[src/rtl/alu_req_arbiter.sv]
// Two-requester round-robin front end for a shared single-cycle registered ALU.
// Latency: accept -> rsp_valid 3 cycles (normal) or 1 cycle (rejected op).
// Backpressure: one op in flight; req_ready stays 00 until the response is taken.
module alu_req_arbiter (
    input  logic        CLk,
    input  logic        Reset,
    input  logic [1:0]  req_valid,
    output logic [1:0]  req_ready,
    input  logic [15:0] req_a,
    input  logic [15:0] req_b,
    input  logic [7:0]  req_op,
    input  logic [1:0]  req_cin,
    output logic [7:0]  alu_a,
    output logic [7:0]  alu_b,
    output logic [3:0]  alu_op,
    output logic        alu_cin,
    input  logic [15:0] alu_result,
    input  logic        alu_cout,
    input  logic        alu_zflag,
    output logic        rsp_valid,
    input  logic        rsp_ready,
    output logic        rsp_id,
    output logic [15:0] rsp_result,
    output logic        rsp_cout,
    output logic        rsp_zflag,
    output logic        rsp_err,
    output logic [15:0] ops_done
);

    localparam logic [1:0] ST_IDLE = 2'd0;
    localparam logic [1:0] ST_EXEC = 2'd1;
    localparam logic [1:0] ST_CAPT = 2'd2;
    localparam logic [1:0] ST_RESP = 2'd3;

    logic [1:0] state;
    logic       ptr;
    logic       winner;
    logic [1:0] grant;
    logic       accept;
    logic [7:0] sel_a;
    logic [7:0] sel_b;
    logic [3:0] sel_op;
    logic       sel_cin;
    logic       op_err;

    // ptr holds the last-served requester; a tie goes to the other one.
    always_comb begin
        winner = 1'b0;
        case (req_valid)
            2'b10:   winner = 1'b1;
            2'b11:   winner = ~ptr;
            default: winner = 1'b0;
        endcase
        grant = 2'b00;
        if (state == ST_IDLE && !Reset && req_valid != 2'b00)
            grant = winner ? 2'b10 : 2'b01;
    end

    assign req_ready = grant;
    assign accept    = |(req_valid & grant);
    assign sel_a     = winner ? req_a[15:8]  : req_a[7:0];
    assign sel_b     = winner ? req_b[15:8]  : req_b[7:0];
    assign sel_op    = winner ? req_op[7:4]  : req_op[3:0];
    assign sel_cin   = winner ? req_cin[1]   : req_cin[0];
    assign op_err    = (sel_op > 4'd5) || (sel_op == 4'd3 && sel_b == 8'd0);
    assign rsp_valid = (state == ST_RESP);

    always_ff @(posedge CLk) begin
        if (Reset) begin
            state      <= ST_IDLE;
            ptr        <= 1'b1;
            alu_a      <= 8'd0;
            alu_b      <= 8'd0;
            alu_op     <= 4'd0;
            alu_cin    <= 1'b0;
            rsp_id     <= 1'b0;
            rsp_result <= 16'd0;
            rsp_cout   <= 1'b0;
            rsp_zflag  <= 1'b0;
            rsp_err    <= 1'b0;
            ops_done   <= 16'd0;
        end else begin
            case (state)
                ST_IDLE: begin
                    if (accept) begin
                        ptr    <= winner;
                        rsp_id <= winner;
                        if (op_err) begin
                            // Rejected ops bypass the ALU and leave its operands untouched.
                            rsp_err    <= 1'b1;
                            rsp_result <= 16'd0;
                            rsp_cout   <= 1'b0;
                            rsp_zflag  <= 1'b1;
                            state      <= ST_RESP;
                        end else begin
                            alu_a   <= sel_a;
                            alu_b   <= sel_b;
                            alu_op  <= sel_op;
                            alu_cin <= sel_cin;
                            state   <= ST_EXEC;
                        end
                    end
                end
                ST_EXEC: state <= ST_CAPT;
                ST_CAPT: begin
                    rsp_result <= alu_result;
                    rsp_zflag  <= alu_zflag;
                    rsp_cout   <= (alu_op == 4'd0) ? alu_cout : 1'b0;
                    rsp_err    <= 1'b0;
                    state      <= ST_RESP;
                end
                default: begin
                    if (rsp_ready) begin
                        ops_done <= ops_done + 16'd1;
                        state    <= ST_IDLE;
                    end
                end
            endcase
        end
    end

endmodule

[config.mk]
export PLATFORM = sky130hd
export DESIGN_NAME = alu_req_arbiter
export DESIGN_NICKNAME = d
export VERILOG_FILES = /design/src/rtl/alu_req_arbiter.sv
export SDC_FILE = /design/constraint.sdc
export NUM_CORES = 1
export LEC_CHECK = 0
export CAP_MARGIN = 20
export CORE_MARGIN = 3
export CORE_UTILIZATION = 44
export CTS_CLUSTER_SIZE = 10
export DETAILED_ROUTE_END_ITERATION = 16
export PLACE_DENSITY = 0.85
export SLEW_MARGIN = 30
export SYNTH_ARGS = -nofsm -noshare
export SYNTH_HDL_FRONTEND = slang
export SYNTH_SLANG_ARGS = --single-unit
[constraint.sdc]
create_clock -name CLk -period 3.1 [get_ports CLk]
set_clock_uncertainty 0.2 [all_clocks]
set_input_delay 0.62 -clock CLk [delete_from_list [all_inputs] [get_ports CLk]]
set_output_delay 0.62 -clock CLk [all_outputs]
set_load 0.05 [all_outputs]
Word-level counts from Yosys, hierarchy flattened:

Index checks and enable logic that the tools add are counted.

* bits in registers: 60
* input bits: 65
* output and inout bits: 60
* word-level logic and storage cells: 66

* add/sub/neg operators: 1
* magnitude comparators: 1
* eq/ne operators: 8
* mux-type cells: 22
* bitwise gates (word level): 4
* reductions and logical operators: 18

Operators by type and width (count)
* 16-bit 2-to-1 mux: 2
* 16-bit case mux with 2 select lines: 1
* 16-bit by 1-bit adder with 16-bit output (second input constant): 1
* 8-bit 2-to-1 mux: 2
* 2-bit 2-to-1 mux: 5
* 2-bit equality test (second input constant): 4
* 8-bit logical NOT: 1
* 1-bit case mux with 2 select lines: 4
* 1-bit 2-to-1 mux: 6
* 2-bit case mux with 3 select lines: 1
* 2-bit AND reduction: 3
* 3-bit AND reduction: 2
* 4-bit by 2-bit equality test with 1-bit output (second input constant): 1
* 4-bit by 3-bit greater-than comparator with 1-bit output (second input constant): 1
* 4-bit logical NOT: 1
* 4-bit 2-to-1 mux: 1
* 2-bit != test (second input constant): 2
* 2-bit nonzero test: 2
* 4-bit nonzero test: 1
* 1-bit logical AND: 3
* 1-bit NOT: 3
* 3-bit OR reduction: 1
* 2-bit AND: 1
* 2-bit by 1-bit equality test with 1-bit output (second input constant): 1
* 4 further kinds: 4

Longest topological paths before layout:

Gate-level depths: netlist of run 1.

* depth in word-level cells: 9
* depth in mapped cells: 9
* mapped depth without buffers: 7

Worst setup path after synthesis of run 1:

No wires, ideal clock.

* path type: input-to-output
* from: in Reset
* to: out req_ready[0]
* arrival: 1.982 ns
* required time: 2.280 ns
* path slack: 0.298 ns
* stages on the path: 5
* path buffers: 2
* path through: buf_2 > nor2b_1 > o21ai_0 > clkbuf_1 > nor2_1

* word-level cells in the longest chain between the ends: 4

Ends and longest elaborated chain
* from (decl): RTL line 6 `input logic Reset,`
* 1-bit logical NOT: RTL line 55 `if (state == ST_IDLE && !Reset && req_valid != 2'b00)`
* 1-bit logical AND (2 in a row): RTL line 55
* 2-bit 2-to-1 mux: RTL line 55
* to (decl): RTL line 8 `output logic [1:0] req_ready,`

Every way passes these cells.

Worst setup path after layout of run 1:

* from: in req_valid[1]
* to: out req_ready[0]

* word-level cells in the longest chain between the ends: 4
* elaborated cells on any way between the ends: 7
* classes of those cells: 2 x eq/ne; 3 x mux; 2 x reduce/logical

Ends and longest elaborated chain
* from (decl): RTL line 7 `input logic [1:0] req_valid,`
* 2-bit equality test: RTL line 49 `case (req_valid)`
* 1-bit case mux with 2 select lines: RTL line 49
* 2-bit 2-to-1 mux: RTL line 56 `grant = winner ? 2'b10 : 2'b01;`
* 2-bit 2-to-1 mux *: RTL line 55

Every way passes the cells marked *; elsewhere a longest branch is shown, timed or not.

==> results of run 1 <==
metal layers:
layer / vias to the layer above / wire length (µm)
li1: 1272 / -
met1: 1152 / 3100
met2: 104 / 3360
met3: 12 / 634
met4: 0 / 84
met5: - / 0
where the power goes:
group,switching (mW),internal [mW],total (mW)
Sequential,0.0669,0.878,0.945
Clock,0.283,0.344,0.627
Combinational,0.643,0.399,1.04
Total,0.994,1.62,2.61
Yosys cell counts, drive strengths merged:
cell type / count
clkbuf: 7
nor4bb: 2
ha: 5
and4: 2
a211oi: 3
a32oi: 2
nand3: 10
inv: 7
nor2: 19
buf: 10
and3b: 1
a211o: 1
a311oi: 10
nor2b: 13
a2bb2oi: 1
a21oi: 14
a22o: 16
a32o: 2
mux2i: 20
xnor2: 9
o21a: 1
o32ai: 1
nor3: 4
nand2: 13
o21ai: 25
nor4: 6
xor2: 5
or2: 1
o21bai: 1
a21boi: 2
dfxtp: 60
and3: 2
nand2b: 3
a31oi: 2
or3: 1
metrics by stage:
stage	hold WS, ns	power (mW)	setup WS (ns)
after global routing	0.288	2.74	0.169
after CTS	0.270	2.64	0.248
after global placement	0.251	1.98	0.276
after detailed placement	0.256	2.00	0.219
after floorplan	0.340	1.64	0.298
final	0.268	2.61	0.252
layout make-up:
cell class	count	area, µm²	share of cell area
clock buffers	12	165	0.0397
clock inverters	2	10.0	0.00241
inverters	7	26.3	0.00632
multi-input cells	197	1380	0.333
flip-flops and latches	60	1200	0.289
well taps	72	90.1	0.0217
repair buffers	131	1280	0.309
worst paths after layout:
check	slack [ns]	end
worst max-delay path	0.25	req_ready[0]
worst min-delay path	0.27	rsp_cout
worst max register to register	0.81	rsp_result[14]
worst min register to register	0.27	rsp_cout
cell families (layout without fill, tap and decap cells):
group | after synthesis | after routing | share of synthesized area
buffers and inverters | 24 | 152 | 0.0404
multiplexers | 20 | 20 | 0.0743
flip-flops | 60 | 60 | 0.446
AO/OA/AOI/OAI | 81 | 81 | 0.222
AND/OR/NAND/NOR | 77 | 77 | 0.148
XOR/XNOR | 14 | 14 | 0.0455
adder cells (fa/ha/maj) | 5 | 5 | 0.0232
flip-flops by register name, indices dropped and copies added, names as in the netlist:
name / count
alu_a: 8
alu_b: 8
alu_cin: 1
alu_op: 4
ops_done: 16
ptr: 1
rsp_cout: 1
rsp_err: 1
rsp_id: 1
rsp_result: 16
rsp_zflag: 1
state: 2
worst max-delay path, cell delays in order:
cell,delay [ns]
clkdlybuf4s50_1,0.57
a21boi_4,0.32
buf_4,0.26
nor2_1,0.06
buf_4,0.20
==> summary.txt, run 1 <==
Final layout
  • Commonest non-fill, non-tap cell in the layout: clkdlybuf4s50_1
  • # fillers: between 400 and 500
  • Final instance count without filler cells: between 400 and 500
  • Nets: ~480
  • Highest-count cells in the layout ignoring fill and taps: clkdlybuf4s50_1, dfxtp_1, o21ai_0, mux2i_1, nor2_1
  • Ant. Diodes: 0
  • Synthesis-to-finish area growth: 54.4%
  • Final instance area: 4160 µm²
  • Share of cells above drive strength 1: 0.0733
  • Post-Route Utilization: 0.729

Detailed routing
  • DRC errors left: 0
  • Post-Route WL: slightly above 7 mm
  • Avg Vias per Cell: roughly 5.3
  • Drt wl/cell: roughly 15 µm
  • Via count: 2540
  • Pre-antenna DRT Iters: 4
  • ANT nets after route: 0
  • Starting DRC count in detailed routing: between 100 and 150

Clock network
  • Clock Sinks: 60
  • Post-CTS setup buffer count: 0
  • Worst skew pair latency: approximately 0.33 ns
  • CTS tree: yes
  • CTS H-tree lvls: 3
  • Post-CTS sizing: 0
  • Clock-pin slew on the worst setup and hold paths: ~0.060 ns
  • Max clock buf depth: 2
  • CTS Buf Count: 9
  • Clk root buf: clkbuf_8
  • Post-CTS Hold Buffers: 0

Logic synthesis
  • Syn_nets: about 350
  • Yosys reg bits: 60
  • Distinct cells, synth: 43
  • Synth warn: 0
  • Top cell type's share of synthesized area: 0.446
  • Mapped Cells: 281
  • Leading area contributor after synthesis: dfxtp_1
  • Synth Cell Area: about 2700 µm²
  • Top cells by area, synth: dfxtp_1, mux2i_1, a22o_1, o21ai_0, a311oi_1
  • Seq/Total Area, Yosys: 0.446
  • Avg Cell Area, Syn: 9.59 µm²

GRT
  • GRT Util Overall: 0.206
  • Largest net degree at the start of global routing: 46
  • Routing usage on met3: 0.0707
  • Met1 Track Usage GR: 0.249
  • Vias in the first global route: about 2500
  • Initial antenna violation count: 0
  • First-pass GRT wire length: between 10 and 15 mm
  • M2 GR Usage: 0.337
  • GR peak layer: met2
  • Global route overflow: 0

Placement
  • DP HPWL: between 5 and 6 mm
  • Routability-driven placement congestion ratio: 0.807
  • # port buffers: 124
  • Cell area after placement: approximately 4000 µm²
  • DP Cell Count: roughly 470

Timing
  • Crit share post-route: 0.919
  • Hold Violations, Final: 0
  • Rel. slew slack: 0.540
  • Worst-Margin Slew: between 0.6 and 0.7 ns
  • Final setup viols: 0
  • RSZ-0062 raised after global routing: false
  • Fin crit period: approximately 2.8 ns
  • Fmax: around 350 MHz
  • Setup TNS: 0 ns
  • Max Slew Vio Count: 0

Setup path
  • Worst reg-to-reg path cell count: 6
  • CP max FO: 10
  • Critical Path RT: about 2.3 ns
  • Crit path launch type: input pin
  • WP data arrival: about 2.0 ns
  • Crit Path Category: in2out
  • Critical path capture point type: primary output
  • RR Startpoint: state[1]
  • Crit path launch: req_valid[1]

Power
  • Pwr dens: about 630 nW/µm²
  • LEAKAGE: 1.51 nW
  • Max VDD drop: between 0.3 and 0.4 mV

Die
  • CORE AREA: roughly 5700 µm²
  • Die width: approximately 84 µm
  • Die H: ~84 µm
  • Num ports: between 100 and 150
  • Die ar.: between 7000 and 8000 µm²
  • Initial Utilization: 0.472
  • Rows: 27

Hold path
  • Hold path depth: 1
  • Worst hold start: rsp_cout
  • Worst hold path class: reg2reg

Run
  • Max_cap viols: 0

Outcome
  • Outcome: completed
(Power assumes the default switching activity.)
==> run 2, diff against run 1 <==
Settings changed: CELL_PAD_IN_SITES_DETAIL_PLACEMENT set to 1, CELL_PAD_IN_SITES_GLOBAL_PLACEMENT set to 1, CORE_UTILIZATION 44 to 32, PLACE_DENSITY 0.85 to unset, PLACE_DENSITY_LB_ADDON set to 0.1.
Clock period 3.1 ns to 3.6 ns, I/O delays scaled along.
==> run 2 against run 1 <==
Effect of this change: critical path depth fell by 1; clock-buffer cell count is 2 lower; register-to-register slack gained 0.37 ns; final area grew 1.7%; cell count increased by 6.9%; clock power shrank 3.5%; largest cell class unchanged; core utilization is 19 points lower; critical path type unchanged; worst hold slack improved by 0.013 ns; sequential share of layout area shrank 0.49 points; highest routed layer unchanged.
==> summary.txt, run 2 (synthesis gave the netlist of run 1 again) <==
Detailed routing
  • ANT nets after route: 0
  • Pre-antenna DRT Iters: 5
  • DRC errors left: 0
  • Starting DRC count in detailed routing: between 50 and 60
  • Via count: between 2000 and 3000
  • Avg Vias per Cell: about 5
  • Drt wl/cell: about 16 µm
  • Post-Route WL: ~8.0 mm

Final layout
  • Commonest non-fill, non-tap cell in the layout: clkdlybuf4s50_1
  • Top Registers: ops_done: 16 flops, rsp_result: 16 flops
  • Highest-count cells in the layout ignoring fill and taps: clkdlybuf4s50_1, dfxtp_1, o21ai_0, mux2i_1, nor2_1
  • Nets: between 400 and 500
  • Share of cells above drive strength 1: 0.0801
  • Final instance count without filler cells: slightly above 500
  • Synthesis-to-finish area growth: 57.1%
  • Ant. Diodes: 0

Power
  • Pwr dens: approximately 550 nW/µm²
  • LEAKAGE: 1.52 nW
  • Total power: 2.32 mW
  • Max VDD drop: about 0.2 mV

Setup path
  • CP max FO: 9
  • Crit Path Category: in2out
  • Critical path capture point type: primary output
  • Crit path launch type: input pin
  • Worst reg-to-reg path cell count: 7
  • WP data arrival: around 1.9 ns
  • Flop-to-flop setup slack: between 1 and 1.5 ns
  • Reg-to-Reg End: alu_op[3]
  • Critical Path RT: between 2 and 3 ns
  • RR Startpoint: state[0]

GRT
  • Largest net degree at the start of global routing: 46
  • Vias in the first global route: 2595
  • GRT Util Overall: 0.165
  • Global route overflow: 0
  • Initial antenna violation count: 0
  • First-pass GRT wire length: approximately 13 mm

Timing
  • Rel. slew slack: 0.518
  • Crit share post-route: 0.792
  • Worst-Margin Slew: between 0.7 and 0.8 ns
  • RSZ-0062 raised after global routing: false
  • Slack of the critical path: about 0.75 ns
  • Fin crit period: 2.85 ns
  • Fmax: ~350 MHz
  • Hold Violations, Final: 0
  • Final setup viols: 0
  • Setup TNS: 0 ns
  • Max Slew Vio Count: 0

Clock network
  • CTS H-tree lvls: 3
  • Post-CTS sizing: 0
  • Clock-pin slew on the worst setup and hold paths: around 0.070 ns
  • Post-CTS setup buffer count: 0
  • Clk root buf: clkbuf_8
  • CTS tree: yes
  • Post-CTS Hold Buffers: 0
  • Clock Sinks: 60
  • CTS Buf Count: 9
  • Max clock buf depth: 2
  • Worst skew pair latency: around 0.32 ns

Die
  • Die H: around 98 µm
  • Die ar.: between 9000 and 10000 µm²
  • Rows: 32
  • Num ports: about 130
  • Initial Utilization: 0.340
  • CORE AREA: around 7900 µm²
  • Die width: roughly 98 µm

Placement
  • Routability-driven placement congestion ratio: between 0.7 and 0.8
  • DP Cell Count: roughly 500
  • DP Worst Slack: about 0.48 ns
  • # port buffers: between 100 and 150
  • DP HPWL: 6.17 mm

Run
  • Max_cap viols: 0

Hold path
  • Worst hold path class: reg2reg
  • Hold path depth: 1
  • Worst hold start: rsp_result[12]
  • Hold EP: rsp_result[12]

Outcome
  • Outcome: completed
run 2: cell count changes in the layout (fill, tap and decap cells not counted), sizes merged:
cell / previous run / this run
clkinv: 2 / 3
clkbuf: 12 / 10
bufinv: 0 / 1
clkinvlp: 0 / 2
buf: 10 / 11
run 2: where the power goes:
| part | leakage (nW) | internal [mW] | switching (mW) | total, mW |
|---|---|---|---|---|
| Combinational | 0.937 | 0.345 | 0.562 | 0.907 |
| Sequential | 0.488 | 0.755 | 0.0574 | 0.813 |
| Clock | 0.0983 | 0.337 | 0.268 | 0.605 |
| Total | 1.52 | 1.44 | 0.887 | 2.32 |
run 2: routing by layer:
metal	vias up	global-route usage	part of all wire
li1	1277	-	-
met1	1198	0.207	0.45
met2	88	0.270	0.47
met3	7	0.0536	0.070
met4	0	0.0511	0.0093
met5	-	0	0
run 2: how the worst max path moves through the flow:
stage	cells past startpoint	end	slack (ns)	from
6_report	4	req_ready[0]	0.75	req_valid[1]
2_1_floorplan	5	req_ready[0]	0.60	Reset
5_1_grt	5	rsp_result[2]	0.67	req_valid[1]
3_5_place_dp	5	rsp_result[2]	0.48	req_valid[1]
3_3_place_gp	5	rsp_result[14]	0.57	req_valid[1]
4_1_cts	4	req_ready[0]	0.75	req_valid[1]
run 2: area by class of cell:
class / count / area (µm²)
Clock inverter: 6 / 63.8
Inverter: 7 / 26.3
Multi-Input combinational cell: 197 / 1380
Timing Repair Buffer: 132 / 1290
Clock buffer: 10 / 138
Sequential cell: 60 / 1200
Fill cell: 910 / 3700
Tap cell: 102 / 128
run 2: worst max-delay path, stage by stage:
cell             delay, ns
clkdlybuf4s50_1       0.57
a21boi_4              0.36
nor2_1                0.07
buf_4                 0.20
run 2: metrics by stage:
step                      hold WS (ns)  area (µm²)  utilization
after CTS                        0.286        4230        0.534
after global routing             0.290        4230        0.534
after floorplan                  0.340        2690            -
final                            0.281        4230        0.534
after detailed placement         0.260        4030        0.508
after global placement           0.254        4030        0.508
==> run 3, diff against run 2 <==
Settings changed: CORE_UTILIZATION 32 to 27.
Clock period 3.6 ns to 2.6 ns, I/O delays scaled along.
==> run 3 against run 2 <==
Effect of this change: final area is 3.6% higher; critical endpoint unchanged; via count up 2.1%; worst setup slack worse by 0.62 ns; worst hold slack got worse by 0.0052 ns; combinational power rose by 44%; core utilization is 7.0 points lower; wire length up 1.1%; non-clock buffer count is 10 higher.
==> summary.txt, run 3 (synthesis gave the netlist of run 1 again) <==
Timing
  • Fin crit period: roughly 2.5 ns
  • Max Slew Vio Count: 0
  • Rel. slew slack: 0.502
  • Hold Violations, Final: 0
  • RSZ-0062 raised after global routing: false
  • Crit share post-route: 0.948
  • Fmax: 406 MHz
  • Worst-Margin Slew: between 0.7 and 0.8 ns
  • Final setup viols: 0

Setup path
  • CP max-delay cell: clkdlybuf4s50_1
  • CP max FO: 4
  • Crit path top cell by count: buf_4
  • Critical Path Sink: req_ready[0]
  • Crit-path cells: clkdlybuf4s50_1 -> buf_4 -> o21ai_0 -> nor2_2 -> buf_4
  • Crit path launch: req_valid[0]
  • Critical path capture point type: primary output
  • Crit path launch type: input pin
  • RR Startpoint: state[1]
  • Reg-to-Reg End: rsp_result[4]
  • Crit path largest cell delay: ~0.47 ns
  • Crit Path Category: in2out
  • Worst reg-to-reg path cell count: 6
  • Critical Path RT: ~1.9 ns
  • WP data arrival: around 1.8 ns
  • Flop-to-flop setup slack: 0.37 ns

Clock network
  • Post-CTS Hold Buffers: 0
  • CTS Buf Count: 9
  • Clock Sinks: 60
  • Clk root buf: clkbuf_8
  • Max clock buf depth: 2
  • Worst skew pair latency: 0.33 ns
  • Clock-pin slew on the worst setup and hold paths: approximately 0.06 ns
  • CTS H-tree lvls: 3
  • CTS tree: yes

Power
  • Pwr dens: roughly 750 nW/µm²
  • LEAKAGE: around 1.6 nW
  • Total power: 3.30 mW
  • Max VDD drop: between 0.2 and 0.3 mV

Die
  • Initial Utilization: 0.285
  • Die H: ~110 µm
  • Rows: 35
  • Die width: ~110 µm
  • Die ar.: 11200 µm²
  • CORE AREA: approximately 9500 µm²
  • Num ports: around 130

Placement
  • DP HPWL: a little over 6 mm
  • Cell area after placement: 4170 µm²
  • # port buffers: between 100 and 150
  • Routability-driven placement congestion ratio: 0.748

GRT
  • First-pass GRT wire length: 13.1 mm
  • Vias in the first global route: 2689
  • Initial antenna violation count: 0
  • GRT Util Overall: 0.143
  • Global route overflow: 0
  • Largest net degree at the start of global routing: 46

Detailed routing
  • Via count: approximately 2600
  • Drt wl/cell: ~15 µm
  • ANT nets after route: 0
  • Post-Route WL: slightly above 8 mm
  • Avg Vias per Cell: 4.76
  • DRC errors left: 0
  • Pre-antenna DRT Iters: 4
  • Starting DRC count in detailed routing: around 70

Run
  • Max_cap viols: 0

Final layout
  • Share of cells above drive strength 1: 0.107
  • Final instance area: between 4000 and 5000 µm²
  • Synthesis-to-finish area growth: 62.7%
  • Ant. Diodes: 0
  • Commonest non-fill, non-tap cell in the layout: clkdlybuf4s50_1
  • # fillers: 1121
  • Top Registers: ops_done: 16 flops, rsp_result: 16 flops
  • Highest-count cells in the layout ignoring fill and taps: clkdlybuf4s50_1, dfxtp_1, o21ai_0, mux2i_1
  • Nets: 487

Hold path
  • Hold path depth: 1
  • Worst hold path class: reg2reg

Outcome
  • Outcome: completed
[run 3: cell count changes in the layout (fill, tap and decap cells not counted), sizes merged]
cell           previous run  this run
clkbuf                   10        12
clkinv                    3         2
clkdlybuf4s50           121       120
dlygate4sd2               0         1
clkinvlp                  2         1
buf                      11        21
[run 3: final cells by class]
type	count	area [µm²]	area share
Inverter	7	26.3	0.00599
Clock inverter	4	47.5	0.0108
Timing Repair Buffer	142	1390	0.317
Multi-Input combinational cell	197	1400	0.320
Sequential cell	60	1200	0.274
Clock buffer	12	155	0.0354
Tap cell	129	161	0.0368
[run 3: how the worst min path moves through the flow]
stage	from	slack, ns	endpoint
after global placement	rsp_cout	0.25	rsp_cout
after floorplan	ptr	0.34	ptr
final	rsp_result[5]	0.28	rsp_result[5]
after detailed placement	rsp_result[0]	0.26	rsp_result[0]
after CTS	rsp_result[7]	0.28	rsp_result[7]
after global routing	rsp_result[7]	0.29	rsp_result[7]
[run 3: metal layers]
layer	wire, µm	vias to the layer above	global-route usage
met3	599	4	0.0527
met2	3590	92	0.234
met1	3830	1233	0.179
li1	-	1295	-
met4	47	0	0.0361
met5	0	-	0
[run 3: per-stage QoR]
stage | hold WS (ns) | setup slack (ns) | setup TNS (ns) | cells | utilization
floorplan | 0.340 | 0.212 | 0 | 281 | -
global placement | 0.251 | -0.0801 | -2.77 | 535 | 0.440
detailed placement | 0.255 | -0.161 | -3.58 | 535 | 0.440
CTS | 0.280 | 0.0231 | 0 | 551 | 0.462
global route | 0.293 | 0.0375 | 0 | 551 | 0.463
finish | 0.276 | 0.134 | 0 | 551 | 0.463
[run 3: what timing repair did]
item | 4_1_cts | 5_1_grt
resized for setup | 2 | 2
endpoints found under the hold margin | 0 | 0
cloned | 0 | 0
setup endpoints to repair | 2 | 1
setup buffers | 0 | 0
[run 3: power by group]
group	switching, mW	internal, mW	total [mW]
clock	0.366	0.492	0.858
combinational	0.792	0.523	1.31
sequential	0.0782	1.05	1.12
[run 3: critical path, delay by kind of cell]
| family | cells | cell delay (ns) |
|---|---|---|
| compound gates | 1 | 0.28 |
| simple gates | 1 | 0.09 |
| buf+inv | 3 | 0.85 |
